--- src/rtl/lock_controller.sv ---
`default_nettype none
// ============================================================================
// Module      : lock_controller
// Description : Sequencer for a two-gate canal lock. Serves boats arriving at
//               the low or high gate, moving the chamber water level between
//               the two sides, and drives the status flags and countdown
//               values shown on the seven-segment display.
// Revision    : 1.0 - initial release
// ----------------------------------------------------------------------------
// Ports
//   clk        in   system clock, all logic on posedge
//   reset      in   synchronous active-high reset
//   tick       in   one-clk time-unit strobe driving all countdowns
//   arrive_lo  in   one-clk pulse, boat at the low-side gate
//   arrive_hi  in   one-clk pulse, boat at the high-side gate
//   draining   out  chamber draining
//   filling    out  chamber filling
//   waiting    out  boat entering or exiting
//   drainVal   out  drain countdown (0 when not draining)
//   fillVal    out  fill countdown  (0 when not filling)
//   waitVal    out  wait countdown  (0 when not waiting)
//   gate_lo    out  low-side gate open
//   gate_hi    out  high-side gate open
//   level      out  chamber level, 0 = low, 1 = high
//   busy       out  sequencer not idle
//   pend_lo    out  low-side request queued
//   pend_hi    out  high-side request queued
// ============================================================================
module lock_controller #(
    parameter int FILL_TIME  = 7,
    parameter int DRAIN_TIME = 8,
    parameter int WAIT_TIME  = 5
) (
    input  logic       clk,
    input  logic       reset,
    input  logic       tick,
    input  logic       arrive_lo,
    input  logic       arrive_hi,
    output logic       draining,
    output logic       filling,
    output logic       waiting,
    output logic [3:0] drainVal,
    output logic [3:0] fillVal,
    output logic [3:0] waitVal,
    output logic       gate_lo,
    output logic       gate_hi,
    output logic       level,
    output logic       busy,
    output logic       pend_lo,
    output logic       pend_hi
);

    localparam logic [3:0] c_FILL_LOAD  = 4'(FILL_TIME);
    localparam logic [3:0] c_DRAIN_LOAD = 4'(DRAIN_TIME);
    localparam logic [3:0] c_WAIT_LOAD  = 4'(WAIT_TIME);

    typedef enum logic [2:0] {
        IDLE  = 3'd0,
        PREP  = 3'd1,
        ENTER = 3'd2,
        MOVE  = 3'd3,
        EXIT  = 3'd4
    } state_t;

    // Core sequencer state
    state_t     r_state;
    logic       r_side;      // 0 = boat from low side, 1 = boat from high side
    logic       r_level;
    logic [3:0] r_cnt;
    logic       r_pend_lo;
    logic       r_pend_hi;

    // Registered display / gate outputs
    logic       r_draining;
    logic       r_filling;
    logic       r_waiting;
    logic [3:0] r_drain_val;
    logic [3:0] r_fill_val;
    logic [3:0] r_wait_val;
    logic       r_gate_lo;
    logic       r_gate_hi;
    logic       r_busy;

    // Next-state values
    state_t     w_state_nxt;
    logic       w_side_nxt;
    logic       w_level_nxt;
    logic [3:0] w_cnt_nxt;
    logic       w_pend_lo_nxt;
    logic       w_pend_hi_nxt;
    logic       w_draining_nxt;
    logic       w_filling_nxt;
    logic       w_waiting_nxt;
    logic [3:0] w_drain_val_nxt;
    logic [3:0] w_fill_val_nxt;
    logic [3:0] w_wait_val_nxt;
    logic       w_gate_lo_nxt;
    logic       w_gate_hi_nxt;
    logic       w_busy_nxt;

    logic       w_level_phase_nxt;
    logic [3:0] w_move_load;

    // A level-changing phase always moves away from the current level,
    // so its load value follows directly from the level register.
    assign w_move_load = r_level ? c_DRAIN_LOAD : c_FILL_LOAD;

    always_ff @(posedge clk) begin
        if (reset) begin
            r_state     <= IDLE;
            r_side      <= 1'b0;
            r_level     <= 1'b0;
            r_cnt       <= 4'd0;
            r_pend_lo   <= 1'b0;
            r_pend_hi   <= 1'b0;
            r_draining  <= 1'b0;
            r_filling   <= 1'b0;
            r_waiting   <= 1'b0;
            r_drain_val <= 4'd0;
            r_fill_val  <= 4'd0;
            r_wait_val  <= 4'd0;
            r_gate_lo   <= 1'b0;
            r_gate_hi   <= 1'b0;
            r_busy      <= 1'b0;
        end else begin
            r_state     <= w_state_nxt;
            r_side      <= w_side_nxt;
            r_level     <= w_level_nxt;
            r_cnt       <= w_cnt_nxt;
            r_pend_lo   <= w_pend_lo_nxt;
            r_pend_hi   <= w_pend_hi_nxt;
            r_draining  <= w_draining_nxt;
            r_filling   <= w_filling_nxt;
            r_waiting   <= w_waiting_nxt;
            r_drain_val <= w_drain_val_nxt;
            r_fill_val  <= w_fill_val_nxt;
            r_wait_val  <= w_wait_val_nxt;
            r_gate_lo   <= w_gate_lo_nxt;
            r_gate_hi   <= w_gate_hi_nxt;
            r_busy      <= w_busy_nxt;
        end
    end

    always_comb begin
        w_state_nxt   = r_state;
        w_side_nxt    = r_side;
        w_level_nxt   = r_level;
        w_cnt_nxt     = r_cnt;
        // One-deep request queue per side; a pulse while already queued is
        // absorbed by the OR.
        w_pend_lo_nxt = r_pend_lo | arrive_lo;
        w_pend_hi_nxt = r_pend_hi | arrive_hi;

        case (r_state)
            IDLE: begin
                // A side already at its own level needs no chamber move and
                // takes priority over the other side.
                if (r_pend_lo && !r_level) begin
                    w_state_nxt   = ENTER;
                    w_side_nxt    = 1'b0;
                    w_cnt_nxt     = c_WAIT_LOAD;
                    w_pend_lo_nxt = 1'b0;
                end else if (r_pend_hi && r_level) begin
                    w_state_nxt   = ENTER;
                    w_side_nxt    = 1'b1;
                    w_cnt_nxt     = c_WAIT_LOAD;
                    w_pend_hi_nxt = 1'b0;
                end else if (r_pend_lo) begin
                    w_state_nxt   = PREP;
                    w_side_nxt    = 1'b0;
                    w_cnt_nxt     = w_move_load;
                    w_pend_lo_nxt = 1'b0;
                end else if (r_pend_hi) begin
                    w_state_nxt   = PREP;
                    w_side_nxt    = 1'b1;
                    w_cnt_nxt     = w_move_load;
                    w_pend_hi_nxt = 1'b0;
                end
            end
            PREP, ENTER, MOVE, EXIT: begin
                if (tick) begin
                    if (r_cnt != 4'd0) begin
                        w_cnt_nxt = r_cnt - 4'd1;
                    end else begin
                        // Phase complete: a tick seen with the count at zero
                        case (r_state)
                            PREP: begin
                                w_state_nxt = ENTER;
                                w_level_nxt = ~r_level;
                                w_cnt_nxt   = c_WAIT_LOAD;
                            end
                            ENTER: begin
                                w_state_nxt = MOVE;
                                w_cnt_nxt   = w_move_load;
                            end
                            MOVE: begin
                                w_state_nxt = EXIT;
                                w_level_nxt = ~r_level;
                                w_cnt_nxt   = c_WAIT_LOAD;
                            end
                            default: begin
                                w_state_nxt = IDLE;
                                w_cnt_nxt   = 4'd0;
                            end
                        endcase
                    end
                end
            end
            default: begin
                w_state_nxt = IDLE;
                w_cnt_nxt   = 4'd0;
            end
        endcase

        // Outputs are decoded from the next state so they are registered
        // alongside it and change on the same edge.
        w_level_phase_nxt = (w_state_nxt == PREP) || (w_state_nxt == MOVE);
        w_draining_nxt    = w_level_phase_nxt &&  w_level_nxt;
        w_filling_nxt     = w_level_phase_nxt && !w_level_nxt;
        w_waiting_nxt     = (w_state_nxt == ENTER) || (w_state_nxt == EXIT);
        w_drain_val_nxt   = w_draining_nxt ? w_cnt_nxt : 4'd0;
        w_fill_val_nxt    = w_filling_nxt  ? w_cnt_nxt : 4'd0;
        w_wait_val_nxt    = w_waiting_nxt  ? w_cnt_nxt : 4'd0;
        // Boat enters through its own gate and leaves through the other one.
        w_gate_lo_nxt     = ((w_state_nxt == ENTER) && !w_side_nxt) ||
                            ((w_state_nxt == EXIT)  &&  w_side_nxt);
        w_gate_hi_nxt     = ((w_state_nxt == ENTER) &&  w_side_nxt) ||
                            ((w_state_nxt == EXIT)  && !w_side_nxt);
        w_busy_nxt        = (w_state_nxt != IDLE);
    end

    assign draining = r_draining;
    assign filling  = r_filling;
    assign waiting  = r_waiting;
    assign drainVal = r_drain_val;
    assign fillVal  = r_fill_val;
    assign waitVal  = r_wait_val;
    assign gate_lo  = r_gate_lo;
    assign gate_hi  = r_gate_hi;
    assign level    = r_level;
    assign busy     = r_busy;
    assign pend_lo  = r_pend_lo;
    assign pend_hi  = r_pend_hi;

endmodule
`default_nettype wire

--- config.mk ---
export PLATFORM = sky130hd
export DESIGN_NAME = lock_controller
export DESIGN_NICKNAME = d
export VERILOG_FILES = /design/src/rtl/lock_controller.sv
export SDC_FILE = /design/constraint.sdc
export NUM_CORES = 1
export LEC_CHECK = 0
export CAP_MARGIN = 25
export CORE_MARGIN = 8
export CORE_UTILIZATION = 45
export CTS_CLUSTER_DIAMETER = 100
export DETAILED_ROUTE_END_ITERATION = 10
export GPL_ROUTABILITY_DRIVEN = 0
export PLACE_DENSITY = 0.72
export SYNTH_ARGS = -nofsm -noshare
export SYNTH_HDL_FRONTEND = slang
export SYNTH_SLANG_ARGS = --single-unit
--- constraint.sdc ---
create_clock -name clk -period 2.1 [get_ports clk]
set_clock_uncertainty 0.2 [all_clocks]
set_input_delay 0.42 -clock clk [delete_from_list [all_inputs] [get_ports clk]]
set_output_delay 0.42 -clock clk [all_outputs]
set_load 0.03 [all_outputs]
==> qor.txt <==
Core Rows: 20
Setup Fix Bufs, Post-CTS: 0
leading cell type in the layout, fill and taps excluded: dfxtp_1
Clock Latency Late Sink: 320 ps
Worst Path Buf+Inv: 0
critical path fanouts, max: 11
Compound-Gate Fraction of Synth Area: 0.215
PD cells: 1280 mW/mm^2
met1 WL: 1550 um
worst-path cell chain: or3_1, a21oi_2, o21ai_1, a21oi_1
total gr overflow: 0
Synth Area in Simple Gates: 0.252
Synth area leaders: dfxtp_1 40%, a21oi_1 5.6%, nor2_1 4.2%, mux2i_1 2.8%, inv_1 2.3%
via count: 1250
clock sink count: 29
Die Area: 0.00527 mm^2
H-Tree Depth: 2
most frequent cells in the layout: 29 x dfxtp_1, 23 x clkdlybuf4s50_1, 16 x nor2_1, 16 x a21oi_1, 13 x buf_4
Total GRT Usage: 0.138
r2r setup slk: 90 ps
Final ANT Viol Nets: 0
Ys Warns: 0
final count of hold timing violations: 0
metal2 WL: 1760 um
Synth-to-Final Area Change: 29.9%
Post-synth ARST share: 0
Critical Path Source Type: flip-flop
synthesized area: 0.00144 mm^2
worst reg2reg startpoint: r_state[0]
CTS max path bufs: 2
drt wl/cell: 14.9 um
drt pass-1 iters: 4
largest family of logic cells by synthesized area: simple AND/OR/NAND/NOR gates
largest net degree at the start of global routing: 17
Post-Synth Adder-Cell Area: 0.0174
Min-Delay Endpoint: r_side
HP Start: r_side
post-synthesis cell count: 152
Buffers on Ports: 25
Final period util: 0.957
max_cap viols: 0
vias per std cell: 5.36
# diodes: 0
Synth Area in XOR/XNOR: 0.00608
Peak Freq: 498 MHz
Post-synth EDFFs: 0
die width: 72.6 um
Util after Layout: 0.613
Slew @ Worst Pin: 416 ps
filler instances: 293
slew margin rel.: 0.719
critical path's slowest cell: or3_1
Core ar.: 0.00305 mm^2
max layer used: met4
ys flop type: dfxtp_1
final worst slack: 90.0 ps
worst reg2reg path depth: 4
Starting Density: 0.472
Max VDD drop: 0.000518 V
length of routed met3 wiring: 133 um
Slew Viols, Final: 0
Synth top area share: 0.403
Iteration-0 DRC Markers: 90
Synth area leader: dfxtp_1
TritonCTS buffer count: 5
die height: 72.6 um
syn avg cell area: 9.47 um^2
Final Routed Wirelength: 3460 um
nets@finish: 195
WS Path Type: reg2reg
worst hold path depth: 2
drt drc: 0
Max stage delay on crit path: 570 ps
CTS tree: built
pre-CTS WS: -193 ps
Unique masters post-synth: 50
Final min period: 2010 ps
mux share of post-synthesis cell area: 0.0487
number of antenna violations at the first check in global routing: 0
static leakage: 0.717 nW
Design Power: 0.00240 W
Arrival @ worst endpoint: 2060 ps
critical path depth: 4
delay-heaviest family, CP: compound AO/OA/AOI/OAI gates
Final HPWL DP: 2670 um
Worst Hold Class: reg2reg
CP Capture Type: flip-flop
I/O Pins: 26
vias in the first global route: 1247
Clock Pin Slew Worst Setup and Hold Paths: 100 ps
layout cells sized above 1: 0.233
Seq/Total Area, Yosys: 0.403
post-synthesis net count: 159
WP data required: 2150 ps
clock root buffer master: clkbuf_4
hold buffers post-CTS: 0
final setup violating endpoints: 0
Yosys reg bits: 29
worst reg2reg path endpoint: drainVal[2]
first-pass GRT wire length: 5890 um
status: finished, final reports clean
Yosys cell counts, types with 2 or more instances:
master,count
a211oi_2,2
a21oi_1,16
a21oi_2,2
buf_2,4
clkbuf_1,2
dfxtp_1,29
ha_1,2
inv_1,9
mux2_4,2
mux2i_1,4
nand2_1,5
nand3_1,3
nand4_1,2
nor2_1,16
nor2b_1,3
nor3_1,6
nor4b_1,3
o211ai_2,2
o21ai_0,6
o21ai_1,2
or3_1,2
or3b_1,2
worst register-to-register path, cell delays in order (launching register included):
cell and delay [ps]:
dfxtp_1 420, or3_1 570, a21oi_2 350, o21ai_1 230, a21oi_1 180
through the flow:
stage	hold slack [ps]	instance area, um^2	setup TNS (ps)	std cells
2_1_floorplan	278	1440	0	152
5_1_grt	371	1870	-27.5	233
3_5_place_dp	328	1790	-2850	225
3_3_place_gp	292	1790	-1420	225
6_report	330	1870	0	233
4_1_cts	351	1850	0	233
worst max path at each step:
stage,from,slack [ps],to
after global routing,r_state[0],-20,drainVal[2]
final,r_state[0],90,drainVal[2]
after detailed placement,tick,-190,fillVal[0]
after floorplan,pend_hi,190,gate_hi
after CTS,r_cnt[1],80,fillVal[1]
after global placement,tick,-130,fillVal[3]
registers in the layout (all words and copies together), names as in the netlist, 3 cells and up:
signal	cells
drainVal	4
fillVal	4
r_cnt	4
waitVal	4
r_state	3
layout make-up:
| type | count | area (um^2) | share of cell area |
|---|---|---|---|
| multi-input cells | 105 | 801 | 0.428 |
| clock buffers | 5 | 37.5 | 0.0201 |
| well taps | 44 | 55.1 | 0.0294 |
| clock inverters | 3 | 17.5 | 0.00936 |
| flip-flops and latches | 29 | 581 | 0.310 |
| inverters | 9 | 33.8 | 0.0181 |
| repair buffers | 38 | 345 | 0.185 |
power breakdown:
group | switching, W | internal [W]
combinational | 0.000747 | 0.000572
sequential | 0.0000915 | 0.000665
clock | 0.000197 | 0.000126
total | 0.00104 | 0.00136
cell families after synthesis:
family	Yosys count
adder cells (fa/ha/maj)	2
buffers and inverters	18
multiplexers	6
AND/OR/NAND/NOR	55
XOR/XNOR	1
AO/OA/AOI/OAI	41
flip-flops	29
layer usage:
metal | vias to the layer above | global-route usage
met5 | - | 0
li1 | 620 | -
met3 | 2 | 0.0412
met4 | 0 | 0.0400
met2 | 23 | 0.228
met1 | 605 | 0.167
what timing repair did:
item                                    in CTS  in global routing
endpoints found under the setup margin       2                 10
resized for setup                            2                  4
gates cloned                                 0                  0
Power figures use the tool's default switching activity.
